### src/rtl/fastreadout_packetizer.sv
// fastreadout_packetizer
// Buffers DEPTH samples into a frame, then sends it as a packet
// (sync, header, payload, checksum) over a valid/ready output. Samples
// arriving while a packet is in flight are dropped, counted, and flagged
// in the header of the next packet.
`timescale 1ns/1ps

module fastreadout_packetizer #(
    parameter int                DATA_W    = 8,
    parameter int                DEPTH     = 16,
    parameter logic [DATA_W-1:0] SYNC_WORD = DATA_W'(8'hA5)
) (
    input  logic              clk,
    input  logic              rst_n,
    input  logic              ena,
    input  logic [DATA_W-1:0] in_data,
    input  logic              in_valid,
    output logic [DATA_W-1:0] out_data,
    output logic              out_valid,
    input  logic              out_ready,
    output logic              out_last,
    output logic              busy,
    output logic [7:0]        drop_cnt
);

    localparam int PTR_W = $clog2(DEPTH);
    localparam int SEQ_W = DATA_W - 1;

    localparam logic [PTR_W-1:0] LAST_IDX = PTR_W'(DEPTH - 1);
    localparam logic [PTR_W-1:0] PTR_ONE  = PTR_W'(1);
    localparam logic [SEQ_W-1:0] SEQ_ONE  = SEQ_W'(1);

    typedef enum logic [2:0] {
        FILL = 3'd0,
        SYNC = 3'd1,
        HDR  = 3'd2,
        DATA = 3'd3,
        CSUM = 3'd4
    } state_t;

    state_t state, state_d;

    logic [DATA_W-1:0] buf_mem [DEPTH];
    logic [PTR_W-1:0]  wr_ptr;
    logic [PTR_W-1:0]  rd_ptr;
    logic [PTR_W-1:0]  rd_ptr_d;
    logic [DATA_W-1:0] data_sum;
    logic [SEQ_W-1:0]  seq;
    logic              frame_ovf;
    logic              ovf_pending;
    logic [DATA_W-1:0] header;
    logic [DATA_W-1:0] out_data_d;
    logic              out_last_d;

    logic accept;
    logic drop;
    logic xfer;

    assign accept    = in_valid & ena & (state == FILL);
    assign drop      = in_valid & ena & (state != FILL);
    assign out_valid = (state != FILL);
    assign busy      = (state != FILL);
    assign xfer      = out_valid & out_ready;
    assign header    = {frame_ovf, seq};

    // State register.
    // NOTE: sequential state uses non-blocking (<=) so every register
    // samples pre-edge values and simulation matches the synthesized flops.
    always_ff @(posedge clk or negedge rst_n) begin
        if (!rst_n) state <= FILL;
        else        state <= state_d;
    end

    // Next-state logic: every packet state advances only on a transfer.
    // NOTE: a default assignment heads every always_comb so no path leaves
    // a signal unassigned and infers a latch.
    always_comb begin
        state_d = state;
        case (state)
            FILL: if (accept && wr_ptr == LAST_IDX) state_d = SYNC;
            SYNC: if (xfer)                         state_d = HDR;
            HDR:  if (xfer)                         state_d = DATA;
            DATA: if (xfer && rd_ptr == LAST_IDX)   state_d = CSUM;
            CSUM: if (xfer)                         state_d = FILL;
            default:                                state_d = FILL;
        endcase
    end

    // Read pointer advance: steps through the payload, clears after the packet.
    always_comb begin
        rd_ptr_d = rd_ptr;
        if (state == DATA && xfer && rd_ptr != LAST_IDX) rd_ptr_d = rd_ptr + PTR_ONE;
        else if (state == CSUM && xfer)                  rd_ptr_d = '0;
    end

    // Output word for the state being entered; registered below so that
    // out_data/out_last hold stable whenever no transfer happens.
    always_comb begin
        out_data_d = '0;
        out_last_d = 1'b0;
        case (state_d)
            SYNC: out_data_d = SYNC_WORD;
            HDR:  out_data_d = header;
            DATA: out_data_d = buf_mem[rd_ptr_d];
            CSUM: begin
                out_data_d = header + data_sum;
                out_last_d = 1'b1;
            end
            default: out_data_d = '0;
        endcase
    end

    // Output word registers.
    always_ff @(posedge clk or negedge rst_n) begin
        if (!rst_n) begin
            out_data <= '0;
            out_last <= 1'b0;
        end else begin
            out_data <= out_data_d;
            out_last <= out_last_d;
        end
    end

    // Sample buffer write.
    // NOTE: the buffer has no reset; every entry is written before it is
    // read, and leaving it out keeps the array mappable to plain RAM.
    always_ff @(posedge clk) begin
        if (accept) buf_mem[wr_ptr] <= in_data;
    end

    // Capture pointer and running payload sum.
    always_ff @(posedge clk or negedge rst_n) begin
        if (!rst_n) begin
            wr_ptr   <= '0;
            data_sum <= '0;
        end else if (accept) begin
            wr_ptr   <= (wr_ptr == LAST_IDX) ? '0 : wr_ptr + PTR_ONE;
            data_sum <= data_sum + in_data;
        end else if (state == CSUM && xfer) begin
            data_sum <= '0;
        end
    end

    // Payload read pointer.
    always_ff @(posedge clk or negedge rst_n) begin
        if (!rst_n) rd_ptr <= '0;
        else        rd_ptr <= rd_ptr_d;
    end

    // Packet sequence number, bumped once per completed packet.
    always_ff @(posedge clk or negedge rst_n) begin
        if (!rst_n)                     seq <= '0;
        else if (state == CSUM && xfer) seq <= seq + SEQ_ONE;
    end

    // Overflow tracking: drops arm ovf_pending, the first sample of the next
    // frame moves it into that frame's header flag.
    always_ff @(posedge clk or negedge rst_n) begin
        if (!rst_n) begin
            ovf_pending <= 1'b0;
            frame_ovf   <= 1'b0;
        end else if (accept && wr_ptr == '0) begin
            frame_ovf   <= ovf_pending;
            ovf_pending <= 1'b0;
        end else if (drop) begin
            ovf_pending <= 1'b1;
        end
    end

    // Saturating drop counter, cleared only by reset.
    always_ff @(posedge clk or negedge rst_n) begin
        if (!rst_n)                         drop_cnt <= '0;
        else if (drop && drop_cnt != 8'hFF) drop_cnt <= drop_cnt + 8'd1;
    end

endmodule

### config.mk
export PLATFORM = sky130hd
export DESIGN_NAME = fastreadout_packetizer
export DESIGN_NICKNAME = d
export VERILOG_FILES = /design/src/rtl/fastreadout_packetizer.sv
export SDC_FILE = /design/constraint.sdc
export NUM_CORES = 1
export LEC_CHECK = 0
export ABC_AREA = 1
export BUFFER_PORTS_ARGS = -buffer_cell sky130_fd_sc_hd__buf_2
export CAP_MARGIN = 20
export CORE_MARGIN = 3
export CORE_UTILIZATION = 58
export CTS_BUF_LIST = sky130_fd_sc_hd__clkbuf_16
export DETAILED_ROUTE_END_ITERATION = 12
export PLACE_DENSITY = 0.86
export SETUP_SLACK_MARGIN = 0.3
export SLEW_MARGIN = 20
export SYNTH_ARGS = -nofsm -noshare
export SYNTH_HDL_FRONTEND = slang
export SYNTH_SLANG_ARGS = --single-unit
### constraint.sdc
create_clock -name clk -period 5.3 [get_ports clk]
set_input_delay 0.53 -clock clk [delete_from_list [all_inputs] [get_ports clk]]
set_output_delay 0.53 -clock clk [all_outputs]
set_load 0.01 [all_outputs]
==> qor.yml <==
outcome:
  status: "complete, no violations"
sta:
  rsz0062_at_grt: "false"
  worst_slew_pin_slew_ps: 1015
  setup_tns_ps: 0
  slew_viol_final: 0
  hold_viol: 0
  finClkSkew_ps: 8.482
  fin_hold_ws_ps: 111.4
  fmax_mhz: 325.4
  layout_setup_ws_ps: 2226
  period_needed_ps: 3074
  setup_viol: 0
  finalCritPeriodShare: 0.5799
  max_slew_margin: 0.3208
layout:
  nets: 797
  post-route-cell-area_um2: 8710
  drive_gt1_frac: 0.1059
  layout_commonest_cell: "nand3_1"
  layout.cells.non_filler: 950
  most-common-layout-cells: "nand3_1, nand2_1, edfxtp_1, dfrtp_1, inv_1"
  flow.area_growth_from_synthesis_pct: 9.899
  final_core_util: 0.6551
  antenna_cells_inserted: 0
placed_design:
  place.gp.congestion: 0.9392
  numPortBuffers: 31
  placed_area_um2: 8165
  post-place-ws_ps: 2251
  hpwl_um: 12180
  placed_cells: 918
cts:
  htreeDepth: 4
  cts_buffer_depth: 2
  cts_buffers: 17
  cts_tree: "built"
  cts_resized: 0
  clock_latency_ps: 440
  cts_hold_buf: 0
  cts.sinks: 173
  clkTransAtPathRegs_ps: 70
  cts-root-buf: "clkbuf_16"
  post_cts_buffers: 0
synth:
  synth_nets: 774
  yosysWarningCount: 0
  syn_area_um2: 7925
  synth_cell_type_count: 39
  yosys_register_bits: 173
  postSynthAreaPerCell_um2: 10.74
  ys_seq_area_frac: 0.6271
  synth_cells: 738
floorplan:
  core_area_um2: 13300
  die_area_um2: 15100
  die_h_um: 122.9
  fp.dieW_um: 122.9
  ios: 32
  rows: 42
  initial_utilization: 0.5961
power_and_ir_drop:
  power.total_mw: 4.874
  power_leakage_nw: 3.558
  powerDensity_nw_per_um2: 559.6
  max-vdd-ir-drop_v: 0.0003209
hold_path:
  hp-class: "in2async"
setup_path:
  worstSetupPathType: "reg2reg"
  cp.required_ps: 5600
  crit_fanout: 58
  critPathLaunchType: "flip-flop"
  cp-end-kind: "flip-flop"
  worstPathArrival_ps: 3380
grt:
  grt_use_total: 0.2726
  grt_max_degree: 66
  gr-total-overflow: 0
  first_global_vias: 5761
  antenna_found_initial: 0
  grt_pass1_wl_um: 30610
job:
  cap_violations: 0
drt:
  drt-initial-drc-count: 900
  num_vias: 5978
  routed_wl_um: 19590
  routedWlPerCell_um: 20.62
  via_per_inst: 6.293
  drc_errors: 0
  antenna_left: 0
  first_pass_iters: 7
==> state kept, by name (all words and copies together), names as in the netlist <==
name,count
buf_mem,128
drop_cnt,8
frame_ovf,1
out_data,8
data_sum,8
rd_ptr,4
seq,7
out_last,1
ovf_pending,1
state,3
wr_ptr,4
==> routing by layer <==
layer	track usage	up-vias	share of wire
li1	-	2638	-
met1	0.3520	2832	0.37
met2	0.4335	399	0.49
met3	0.05398	109	0.087
met4	0.1554	0	0.054
met5	0	-	0
==> cells in the mapped netlist, drive strengths merged <==
cell	n	share of area
a21o	2	0.0019
a21oi	14	0.0088
a31oi	4	0.0032
a32oi	1	0.0011
buf	25	0.019
clkbuf	5	0.0024
clkinv	2	0.00095
dfrtp	45	0.14
edfxtp	128	0.49
fa	2	0.0051
ha	21	0.033
inv	44	0.021
mux2	1	0.0014
nand2	139	0.067
nand3	196	0.12
nand3b	6	0.0057
nand4	8	0.0071
nor2	44	0.024
nor3	4	0.0025
o211ai	3	0.0028
o21ai	18	0.014
o21bai	1	0.00095
o221ai	1	0.0011
o31ai	1	0.00095
or2	3	0.0024
xnor2	9	0.0099
xor2	11	0.012
==> path summary, 6_finish.rpt <==
kind,startpoint,endpoint,slack (ps),cells past startpoint
min,rst_n,out_data[4]$_DFF_PN0_,110,1
min in group clk,out_ready,out_last$_DFF_PN0_,460,3
max in group asynchronous,rst_n,out_data[6]$_DFF_PN0_,4780,1
min reg2reg,drop_cnt[7]$_DFFE_PN0P_,drop_cnt[7]$_DFFE_PN0P_,510,1
max,rd_ptr[0]$_DFF_PN0_,out_data[6]$_DFF_PN0_,2230,13
max reg2reg,rd_ptr[0]$_DFF_PN0_,out_data[6]$_DFF_PN0_,2230,13
==> cell families after synthesis <==
kind of cell	count (synthesis)	share of synthesized area
multiplexers	1	0.001421
buffers and inverters	76	0.04357
AO/OA/AOI/OAI	45	0.03505
XOR/XNOR	20	0.02210
flip-flops	173	0.6271
adder cells (fa/ha/maj)	23	0.03821
AND/OR/NAND/NOR	400	0.2326
==> power breakdown <==
group,internal (mW),switching [mW],leakage (nW)
logic,0.606,1.36,1.57
clock network,0.674,0.488,0.283
registers,1.60,0.145,1.70
total,2.88,1.99,3.56
==> critical path: stages (launching register included) <==
cell	delay, ps
dfrtp_1	400
ha_1	210
nand2_1	80
nor2_2	240
nor2_2	110
nand2_2	100
buf_4	550
nor2_1	150
o21ai_2	470
inv_2	210
nand3_1	200
nand2_1	90
nand2_1	60
nand2_1	60
==> area by class of cell <==
type,count,area (um2)
inverter,46,172.7
multi-input combinational,489,2625
tap,176,220.2
clock buffer,17,425.4
sequential,173,4970
fill,930,4586
clock inverter,15,116.4
timing repair buffer,34,180.2
Note: power is estimated with default switching activity, not from simulation.
